`config.mk`:
```
export PLATFORM = sky130hd
export DESIGN_NAME = cpu_run_ctrl_flat
export DESIGN_NICKNAME = d
export VERILOG_FILES = /design/src/rtl/cpu_ctrl_pkg.sv /design/src/rtl/cpu_run_ctrl_if.sv /design/src/rtl/cpu_run_ctrl.sv /design/src/flat_wrapper.sv
export SDC_FILE = /design/constraint.sdc
export NUM_CORES = 1
export LEC_CHECK = 0
export ABC_AREA = 1
export BUFFER_PORTS_ARGS = -buffer_cell sky130_fd_sc_hd__buf_4
export CAP_MARGIN = 20
export CELL_PAD_IN_SITES_DETAIL_PLACEMENT = 0
export CELL_PAD_IN_SITES_GLOBAL_PLACEMENT = 2
export CORE_ASPECT_RATIO = 0.8
export CORE_MARGIN = 5
export CORE_UTILIZATION = 27
export CTS_CLUSTER_DIAMETER = 40
export DETAILED_ROUTE_END_ITERATION = 12
export GPL_TIMING_DRIVEN = 1
export HOLD_SLACK_MARGIN = 0.06
export PLACE_DENSITY = 0.85
export REMOVE_ABC_BUFFERS = 1
export SETUP_SLACK_MARGIN = 0.1
export SLEW_MARGIN = 20
export SYNTH_ARGS = -nofsm -noshare
export SYNTH_HDL_FRONTEND = slang
export SYNTH_SLANG_ARGS = --single-unit
```
`constraint.sdc`:
```
create_clock -name CLK -period 1.6 [get_ports CLK]
set_clock_uncertainty 0.2 [all_clocks]
set_input_delay 0.08 -clock CLK [delete_from_list [all_inputs] [get_ports CLK]]
set_output_delay 0.08 -clock CLK [all_outputs]
set_load 0.02 [all_outputs]
```
`src/rtl/cpu_ctrl_pkg.sv`:
```
//------------------------------------------------------------------------------
// Module   : cpu_ctrl_pkg
// Brief    : Shared types and default parameters for the CPU run controller.
// Revision : 1.0 - initial release
//------------------------------------------------------------------------------
`default_nettype none

package cpu_ctrl_pkg;

  // Controller phases; explicit 3-bit encoding keeps the register width fixed.
  typedef enum logic [2:0] {
    S_IDLE  = 3'd0,
    S_RESET = 3'd1,
    S_RUN   = 3'd2,
    S_PAUSE = 3'd3,
    S_STEP  = 3'd4,
    S_DONE  = 3'd5
  } run_state_t;

  localparam int CPU_CNT_W       = 16;
  localparam int CPU_TIMEOUT     = 1000;
  localparam int CPU_INIT_CYCLES = 2;

endpackage

`default_nettype wire

```
`src/rtl/cpu_run_ctrl_if.sv`:
```
//------------------------------------------------------------------------------
// Module   : cpu_run_ctrl_if
// Brief    : Host/CPU-facing signal bundle of the run controller.
// Revision : 1.0 - initial release
//------------------------------------------------------------------------------
`default_nettype none

interface cpu_run_ctrl_if #(
  parameter int CNT_W = 16
);
  logic             start;
  logic             stop;
  logic             mode_step;
  logic             step;
  logic             halt;
  logic             cpu_init;
  logic             cpu_en;
  logic             busy;
  logic             done;
  logic             timeout;
  logic [CNT_W-1:0] cycles;

  // Host / CPU side: issues commands and the decoder halt, observes status.
  modport master (
    output start, stop, mode_step, step, halt,
    input  cpu_init, cpu_en, busy, done, timeout, cycles
  );

  // Controller side.
  modport slave (
    input  start, stop, mode_step, step, halt,
    output cpu_init, cpu_en, busy, done, timeout, cycles
  );
endinterface

`default_nettype wire

```
`src/rtl/cpu_run_ctrl.sv`:
```
//------------------------------------------------------------------------------
// Module   : cpu_run_ctrl
// Brief    : Sequences the CPU core: reset hold, free run, single step,
//            stop on halt / abort / cycle-budget timeout.
// Revision : 1.0 - initial release
//------------------------------------------------------------------------------
`default_nettype none

module cpu_run_ctrl
  import cpu_ctrl_pkg::*;
#(
  parameter int CNT_W       = CPU_CNT_W,
  parameter int INIT_CYCLES = CPU_INIT_CYCLES,
  parameter int TIMEOUT     = CPU_TIMEOUT
) (
  input  wire logic          CLK,
  input  wire logic          init_n,
  cpu_run_ctrl_if.slave      bus
);

  localparam int                IW        = $clog2(INIT_CYCLES + 1);
  localparam logic [IW-1:0]     INIT_LAST = IW'(INIT_CYCLES - 1);
  localparam logic [CNT_W-1:0]  CYC_LAST  = CNT_W'(TIMEOUT - 1);

  run_state_t       state_q, state_d;
  logic [CNT_W-1:0] cycles_q, cycles_d;
  logic             timeout_q, timeout_d;
  logic [IW-1:0]    init_cnt_q, init_cnt_d;
  logic             step_q, step_d;
  logic             step_rise;

  // A held step button must only yield one instruction, so PAUSE reacts to
  // the rising edge of step rather than its level.
  assign step_rise = bus.step & ~step_q;

  // Next-state logic. Every RUN/STEP cycle commits an instruction and is
  // counted, including the cycle that leaves on stop, halt or timeout.
  always_comb begin
    state_d    = state_q;
    cycles_d   = cycles_q;
    timeout_d  = timeout_q;
    init_cnt_d = init_cnt_q;
    step_d     = bus.step;
    case (state_q)
      S_IDLE: begin
        if (bus.start) begin
          state_d    = S_RESET;
          cycles_d   = '0;
          timeout_d  = 1'b0;
          init_cnt_d = '0;
        end
      end
      S_RESET: begin
        if (bus.stop) begin
          state_d = S_IDLE;
        end else begin
          init_cnt_d = init_cnt_q + IW'(1);
          if (init_cnt_q == INIT_LAST) begin
            state_d = bus.mode_step ? S_PAUSE : S_RUN;
          end
        end
      end
      S_RUN, S_STEP: begin
        cycles_d = cycles_q + CNT_W'(1);
        if (bus.stop) begin
          state_d = S_IDLE;
        end else if (bus.halt) begin
          state_d = S_DONE;
        end else if (cycles_q == CYC_LAST) begin
          state_d   = S_DONE;
          timeout_d = 1'b1;
        end else if (state_q == S_STEP) begin
          state_d = S_PAUSE;
        end else if (bus.mode_step) begin
          state_d = S_PAUSE;
        end
      end
      S_PAUSE: begin
        if (bus.stop) begin
          state_d = S_IDLE;
        end else if (step_rise) begin
          state_d = S_STEP;
        end else if (!bus.mode_step) begin
          state_d = S_RUN;
        end
      end
      S_DONE: begin
        if (bus.stop) begin
          state_d = S_IDLE;
        end else if (bus.start) begin
          state_d    = S_RESET;
          cycles_d   = '0;
          timeout_d  = 1'b0;
          init_cnt_d = '0;
        end
      end
      default: state_d = S_IDLE;
    endcase
  end

  // State registers; init_n parks the CPU immediately, even mid-run.
  always_ff @(posedge CLK or negedge init_n) begin
    if (!init_n) begin
      state_q    <= S_IDLE;
      cycles_q   <= '0;
      timeout_q  <= 1'b0;
      init_cnt_q <= '0;
      step_q     <= 1'b0;
    end else begin
      state_q    <= state_d;
      cycles_q   <= cycles_d;
      timeout_q  <= timeout_d;
      init_cnt_q <= init_cnt_d;
      step_q     <= step_d;
    end
  end

  // Moore output decode from the state register.
  always_comb begin
    bus.cpu_init = (state_q == S_IDLE) || (state_q == S_RESET);
    bus.cpu_en   = (state_q == S_RESET) || (state_q == S_RUN) || (state_q == S_STEP);
    bus.busy     = (state_q == S_RESET) || (state_q == S_RUN) ||
                   (state_q == S_PAUSE) || (state_q == S_STEP);
    bus.done     = (state_q == S_DONE);
    bus.timeout  = timeout_q;
    bus.cycles   = cycles_q;
  end

endmodule

`default_nettype wire

```
`src/flat_wrapper.sv`:
```
// flat-port wrapper written by rule: the top's interface ports become plain ports
module cpu_run_ctrl_flat import cpu_ctrl_pkg::*;
#(
  parameter int CNT_W       = CPU_CNT_W,
  parameter int INIT_CYCLES = CPU_INIT_CYCLES,
  parameter int TIMEOUT     = CPU_TIMEOUT
)
  (CLK, init_n, bus_start, bus_stop, bus_mode_step, bus_step, bus_halt, bus_cpu_init, bus_cpu_en, bus_busy, bus_done, bus_timeout, bus_cycles);
  cpu_run_ctrl_if #(.CNT_W(CNT_W)) bus_i ();
  input  wire logic CLK;
  input  wire logic init_n;
  input wire logic [$bits(bus_i.start)-1:0] bus_start;
  input wire logic [$bits(bus_i.stop)-1:0] bus_stop;
  input wire logic [$bits(bus_i.mode_step)-1:0] bus_mode_step;
  input wire logic [$bits(bus_i.step)-1:0] bus_step;
  input wire logic [$bits(bus_i.halt)-1:0] bus_halt;
  output wire logic [$bits(bus_i.cpu_init)-1:0] bus_cpu_init;
  output wire logic [$bits(bus_i.cpu_en)-1:0] bus_cpu_en;
  output wire logic [$bits(bus_i.busy)-1:0] bus_busy;
  output wire logic [$bits(bus_i.done)-1:0] bus_done;
  output wire logic [$bits(bus_i.timeout)-1:0] bus_timeout;
  output wire logic [$bits(bus_i.cycles)-1:0] bus_cycles;
  assign bus_i.start = bus_start;
  assign bus_i.stop = bus_stop;
  assign bus_i.mode_step = bus_mode_step;
  assign bus_i.step = bus_step;
  assign bus_i.halt = bus_halt;
  assign bus_cpu_init = bus_i.cpu_init;
  assign bus_cpu_en = bus_i.cpu_en;
  assign bus_busy = bus_i.busy;
  assign bus_done = bus_i.done;
  assign bus_timeout = bus_i.timeout;
  assign bus_cycles = bus_i.cycles;
  cpu_run_ctrl #(.CNT_W(CNT_W), .INIT_CYCLES(INIT_CYCLES), .TIMEOUT(TIMEOUT)) u_core (.CLK(CLK), .init_n(init_n), .bus(bus_i));
endmodule
```
==> flow_summary.ini, run 1 <==
[finish]
regArea_um2 = 588
drive_above_1_share = 0.441
nets = 291
fin_util = 0.431
area_delta_synth_final_pct = 54.5
diodes = 0
fillers = 552
finalNonFillerCells = 359
multi_input_area_um2 = 982

[synthesis]
synth.distinct_cells = 24
synth_top_area_frac = 0.375
synth_cells = 218
synth_edf_count = 0
yosysMostFrequentCell = nand2_1
synth-seq-cells = 23
yosysTopAreaCell = dfrtp_1
yosysSeqAreaShare = 0.375
netlist_area_um2 = 1530
synth.avg_cell_area_um2 = 7.04
yosys-top-cells-count = 46 x nand2_1, 31 x inv_1, 27 x nand3_1
synth_warnings = 0
synthFlopType = dfrtp_1
async_reset_ff_frac = 1.00
ys_top_cells_by_area = dfrtp_1 38%, nand2_1 11%, nand3_1 8.8%

[floorplan]
core_area_um2 = 5500
die_h_um = 77.4
dieArea_um2 = 7300
io_pins = 28
rows = 24
start_util = 0.279
fp.dieW_um = 94.3

[power_and_ir_drop]
leakage_uw = 0.00110
peakVddDrop_mv = 0.400
p_total_uw = 2590
p_per_area_nw_per_um2 = 1090

[setup_path]
r2r_cells = 6
critPathSlowestCell = dfrtp_1
worst-path-stages = 6
cp-end-kind = register
critPathMaxFanout = 7
path_buf_inv = 2
worst_ep_arrival_time_ns = 1.50
r2r-end = u_core.bus.cycles[3]
crit_type = reg -> reg
critPathTopFamily = flip-flops
worstPathRequired_ns = 1.55
crit_path_max_incr_delay_ns = 0.42
r2r-start = u_core.state_q[1]
path_cells = inv_2 > nand2_4 > nand2_4 > a21oi_4 > buf_6 > o22ai_1
regToRegSetupSlack_ns = 0.04
critPathLaunchType = register
cpMostUsedCell = nand2_4

[sta]
fmax_mhz = 643
drv_slew = 0
tightest_slew_ns = 0.333
finalHoldViolCount = 0
setup_viol = 0
layout_min_cycle_time_ns = 1.56
final.setup.tns_ns = 0
fin_crit_sh = 0.972
worst_slack_ns = 0.0450
rsz0062_at_grt = yes
slew_headroom = 0.778

[routing]
viasPerCell = 4.71
wl_um = 4830
postRouteAntennaNets = 0
vias = 1691
drt_iter0_drc = 82
route.detailed.drc = 0
drt_pass1_iterations = 4
wl_per_cell_um = 13.5

[run_status]
status = finished, final reports clean

[global_routing]
antenna_found_initial = 0
grt_pass1_wl_um = 8110
overflow = 0
grt_usage = 0.137
grt_max_degree = 24
grt_pass1_vias = 1664

[min_path]
min_path_type = in -> reg
holdPathEnd = u_core.init_cnt_q[1]
hold_depth = 5
hold_start = bus_stop

[clock_tree]
cts_tree = yes
numCtsBuffers = 3
path_clk_slew_ns = 0.09
cts_buffer_depth = 2
clockRootBuffer = clkbuf_8
clkSinkCount = 23
cts_max_level = 1
clk-insertion-delay-late_ns = 0.27

[placement]
dp_slack_ns = 0.0427
place.gp.congestion = 0.889
dpl.hpwl_um = 3530
placed_cells = 339
port_buffers = 27

[job]
maxCapViolCount = 0
## per-layer routing
metal | vias to the layer above | part of all wire | global-route usage
met2 | 40 | 0.45 | 0.217
met1 | 796 | 0.49 | 0.195
met3 | 6 | 0.041 | 0.0251
met4 | 0 | 0.012 | 0.0289
li1 | 849 | - | -
met5 | - | 0 | 0
## power by group
| part | switching (uW) | internal (uW) |
|---|---|---|
| sequential | 108 | 671 |
| combinational | 839 | 597 |
| clock | 201 | 178 |
## what timing repair did
item,CTS,global route
endpoints found under the hold margin,30,0
setup buffers,4,2
resized for setup,34,43
pin swaps,16,16
setup endpoints to repair,20,25
gates cloned,0,0
hold buffers,10,0
## kinds of logic (layout without fill, tap and decap cells)
kind of cell | count (synthesis) | after routing | share of synthesized area
AOI/OAI and AO/OA | 24 | 24 | 0.0914
adders and majority gates | 2 | 2 | 0.0163
buffers and inverters | 38 | 101 | 0.0979
xor gates and xnor gates | 5 | 5 | 0.0285
and+or+nand+nor | 126 | 126 | 0.391
DFF | 23 | 23 | 0.375
## layout by cell type (no fill, tap or decap), drive strengths merged
master and instances:
nand2 51, buf 50, inv 37, nand3 28, nor2 25, dfrtp 23, o21ai 12, nand4 11
dlygate4sd3 10, nor3 9, a21oi 6, xor2 5, o22ai 5, clkbuf 4, or2 2, ha 2
o211ai 1
## worst max-delay path by stage
| stage | to | startpoint | slack (ns) |
|---|---|---|---|
| 2_1_floorplan | u_core.bus.cycles[14] | u_core.bus.cycles[0] | -0.15 |
| 3_3_place_gp | u_core.bus.cycles[2] | u_core.state_q[0] | 0.007 |
| 3_5_place_dp | u_core.bus.cycles[2] | u_core.state_q[2] | 0.04 |
| 6_report | u_core.bus.cycles[3] | u_core.state_q[1] | 0.04 |
| 5_1_grt | u_core.bus.timeout | u_core.bus.cycles[0] | -0.006 |
| 4_1_cts | u_core.bus.timeout | u_core.state_q[2] | 0.06 |
## state kept, by name, summed over array words and instances (netlist names)
register / cells
u_core.bus.cycles: 16
u_core.state_q: 3
u_core.bus.timeout: 1
u_core.init_cnt_q: 2
u_core.step_q: 1
## worst register-to-register path, delay by kind of cell (launching register included)
kind / cells / cell delay (ns)
DFF: 1 / 0.42
AOI/OAI and AO/OA: 2 / 0.36
and+or+nand+nor: 2 / 0.18
buffers and inverters: 2 / 0.28
## stage by stage
step / hold WS [ns] / cell area [um^2]
after floorplan: -0.416 / 1520
after detailed placement: -0.193 / 1950
after global routing: 0.203 / 2370
final: 0.130 / 2370
after CTS: 0.123 / 2240
after global placement: -0.201 / 1950
## area by class of cell
class	count	share of cell area
Tap cell	78	0.0412
Sequential cell	23	0.248
Inverter	37	0.0639
Timing Repair Buffer	60	0.213
Clock buffer	4	0.0190
Multi-Input combinational cell	157	0.414
Power figures use the tool's default switching activity.
==> run 2: changes to the inputs <==
--- a/config.mk
+++ b/config.mk
@@ -8,7 +8,7 @@
 export ABC_AREA = 1
 export BUFFER_PORTS_ARGS = -buffer_cell sky130_fd_sc_hd__buf_4
 export CAP_MARGIN = 20
-export CELL_PAD_IN_SITES_DETAIL_PLACEMENT = 0
+export CELL_PAD_IN_SITES_DETAIL_PLACEMENT = 1
 export CELL_PAD_IN_SITES_GLOBAL_PLACEMENT = 2
 export CORE_ASPECT_RATIO = 0.8
 export CORE_MARGIN = 5
==> constraint.sdc (replaced) <==
create_clock -name CLK -period 1.6 [get_ports CLK]
set_clock_uncertainty 0.2 [all_clocks]
set_input_delay 0.16 -clock CLK [delete_from_list [all_inputs] [get_ports CLK]]
set_output_delay 0.16 -clock CLK [all_outputs]
set_load 0.02 [all_outputs]
==> run 2 against run 1 <==
Net effect: cell area increased by 1.3%; maximum frequency decreased by 0.57%; clock power about the same; power increased by 3.6%; worst setup slack got worse by 0.0088 ns; core utilization increased by 0.57 points; non-clock buffer count increased by 4; first-iteration DRC count decreased by 24%; critical path type is now reg -> out.
==> flow_summary.ini, run 2 (same netlist as run 1, synthesis figures left out) <==
[sta]
rsz0062_at_grt = yes
whs_ns = 0.0687
layout_min_cycle_time_ns = 1.56
slew_headroom = 0.783
fin_crit_sh = 0.977
worst_slack_ns = 0.0361
drv_slew = 0
finalHoldViolCount = 0
fmax_mhz = 639
setup_viol = 0
tightest_slew_ns = 0.325

[setup_path]
cp-end-kind = output pin
critPathMaxFanout = 5
crit_type = reg -> out
critPathLaunchType = register
worst_ep_arrival_time_ns = 1.20
worstPathRequired_ns = 1.24

[placement]
dp_slack_ns = -0.00679
port_buffers = 27
place.gp.congestion = 0.889
dpl.hpwl_um = 3990

[finish]
fillers = 712
fin_util = 0.437
largest_reg_flops = 16
drive_above_1_share = 0.463
nets = 295
final_cell_mix = 52 x buf_4, 37 x nand2_1, 24 x inv_1
diodes = 0
area_delta_synth_final_pct = 56.5
final_common_cell = buf_4

[clock_tree]
numCtsBuffers = 3
clkSinkCount = 23
clockRootBuffer = clkbuf_8
cts_max_level = 1
cts_tree = yes
clk-insertion-delay-late_ns = 0.27
cts_buffer_depth = 2
path_clk_slew_ns = 0.08

[floorplan]
dieArea_um2 = 7300
fp.dieW_um = 94.3
core_area_um2 = 5500
die_h_um = 77.4
start_util = 0.279
io_pins = 28
rows = 24

[routing]
wl_met2_um = 2640
dr.max_layer_used = met4
wl_um = 5480
postRouteAntennaNets = 0
wl_met1_um = 2610
wl_per_cell_um = 15.1
drt_pass1_iterations = 4
drt_iter0_drc = 62
met3_length_um = 209
viasPerCell = 4.74
route.detailed.drc = 0
vias = 1721

[min_path]
min_path_type = in -> reg

[global_routing]
antenna_found_initial = 0
overflow = 0
grt_pass1_wl_um = 9070
grt_pass1_vias = 1792
grt_usage = 0.155
grt_max_degree = 24

[job]
maxCapViolCount = 0

[run_status]
status = finished, final reports clean

[power_and_ir_drop]
peakVddDrop_mv = 0.381
p_per_area_nw_per_um2 = 1120
leakage_uw = 0.00115
p_total_uw = 2690
-- run 2: path summary, 6_finish.rpt --
check / start / end / cells past startpoint / slack [ns]
max: u_core.state_q[2] / bus_busy / 5 / 0.04
min: bus_stop / u_core.state_q[2] / 4 / 0.07
max reg2reg: u_core.bus.cycles[4] / u_core.bus.cycles[12] / 6 / 0.06
min reg2reg: u_core.init_cnt_q[0] / u_core.init_cnt_q[0] / 1 / 0.29
max in group asynchronous: init_n / u_core.bus.cycles[6] / 2 / 0.78
min in group asynchronous: init_n / u_core.bus.cycles[8] / 2 / 0.15
-- run 2: worst max-delay path, stage by stage (launching register included) --
cell and delay (ns):
dfrtp_2 0.46, inv_4 0.10, nand2_4 0.09, nand3_4 0.09, nand2_1 0.07, buf_6 0.13
-- run 2: power by group --
part	leakage (uW)	internal, uW	switching, uW
logic	0.000842	655	852
clock network	0.0000228	178	202
registers	0.000290	674	125
-- run 2: per-layer routing --
layer	GRT usage	vias to the layer above
met1	0.222	835
met4	0.0216	0
met3	0.0232	2
met2	0.252	27
met5	0	-
li1	-	857
-- run 2: timing repair --
item | CTS | global route
endpoints found under the hold margin | 25 | 0
endpoints found under the setup margin | 21 | 26
hold buffers | 3 | 0
gates cloned | 0 | 0
resized for setup | 36 | 39
setup buffers | 14 | 3
pin swaps | 15 | 14
-- run 2: final cells by class --
type	instances	area (um^2)	area share
multi-input cells	157	980	0.408
clock buffers	4	45.0	0.0188
inverters	37	155	0.0646
well taps	78	97.6	0.0406
flip-flops and latches	23	593	0.247
repair buffers	64	531	0.221
-- run 2: per-stage QoR --
stage	TNS, ns	area, um^2	instances
2_1_floorplan	-0.489	1520	217
3_3_place_gp	0	1950	339
3_5_place_dp	-0.00679	1950	339
4_1_cts	0	2270	360
5_1_grt	-0.118	2400	363
6_report	0	2400	363
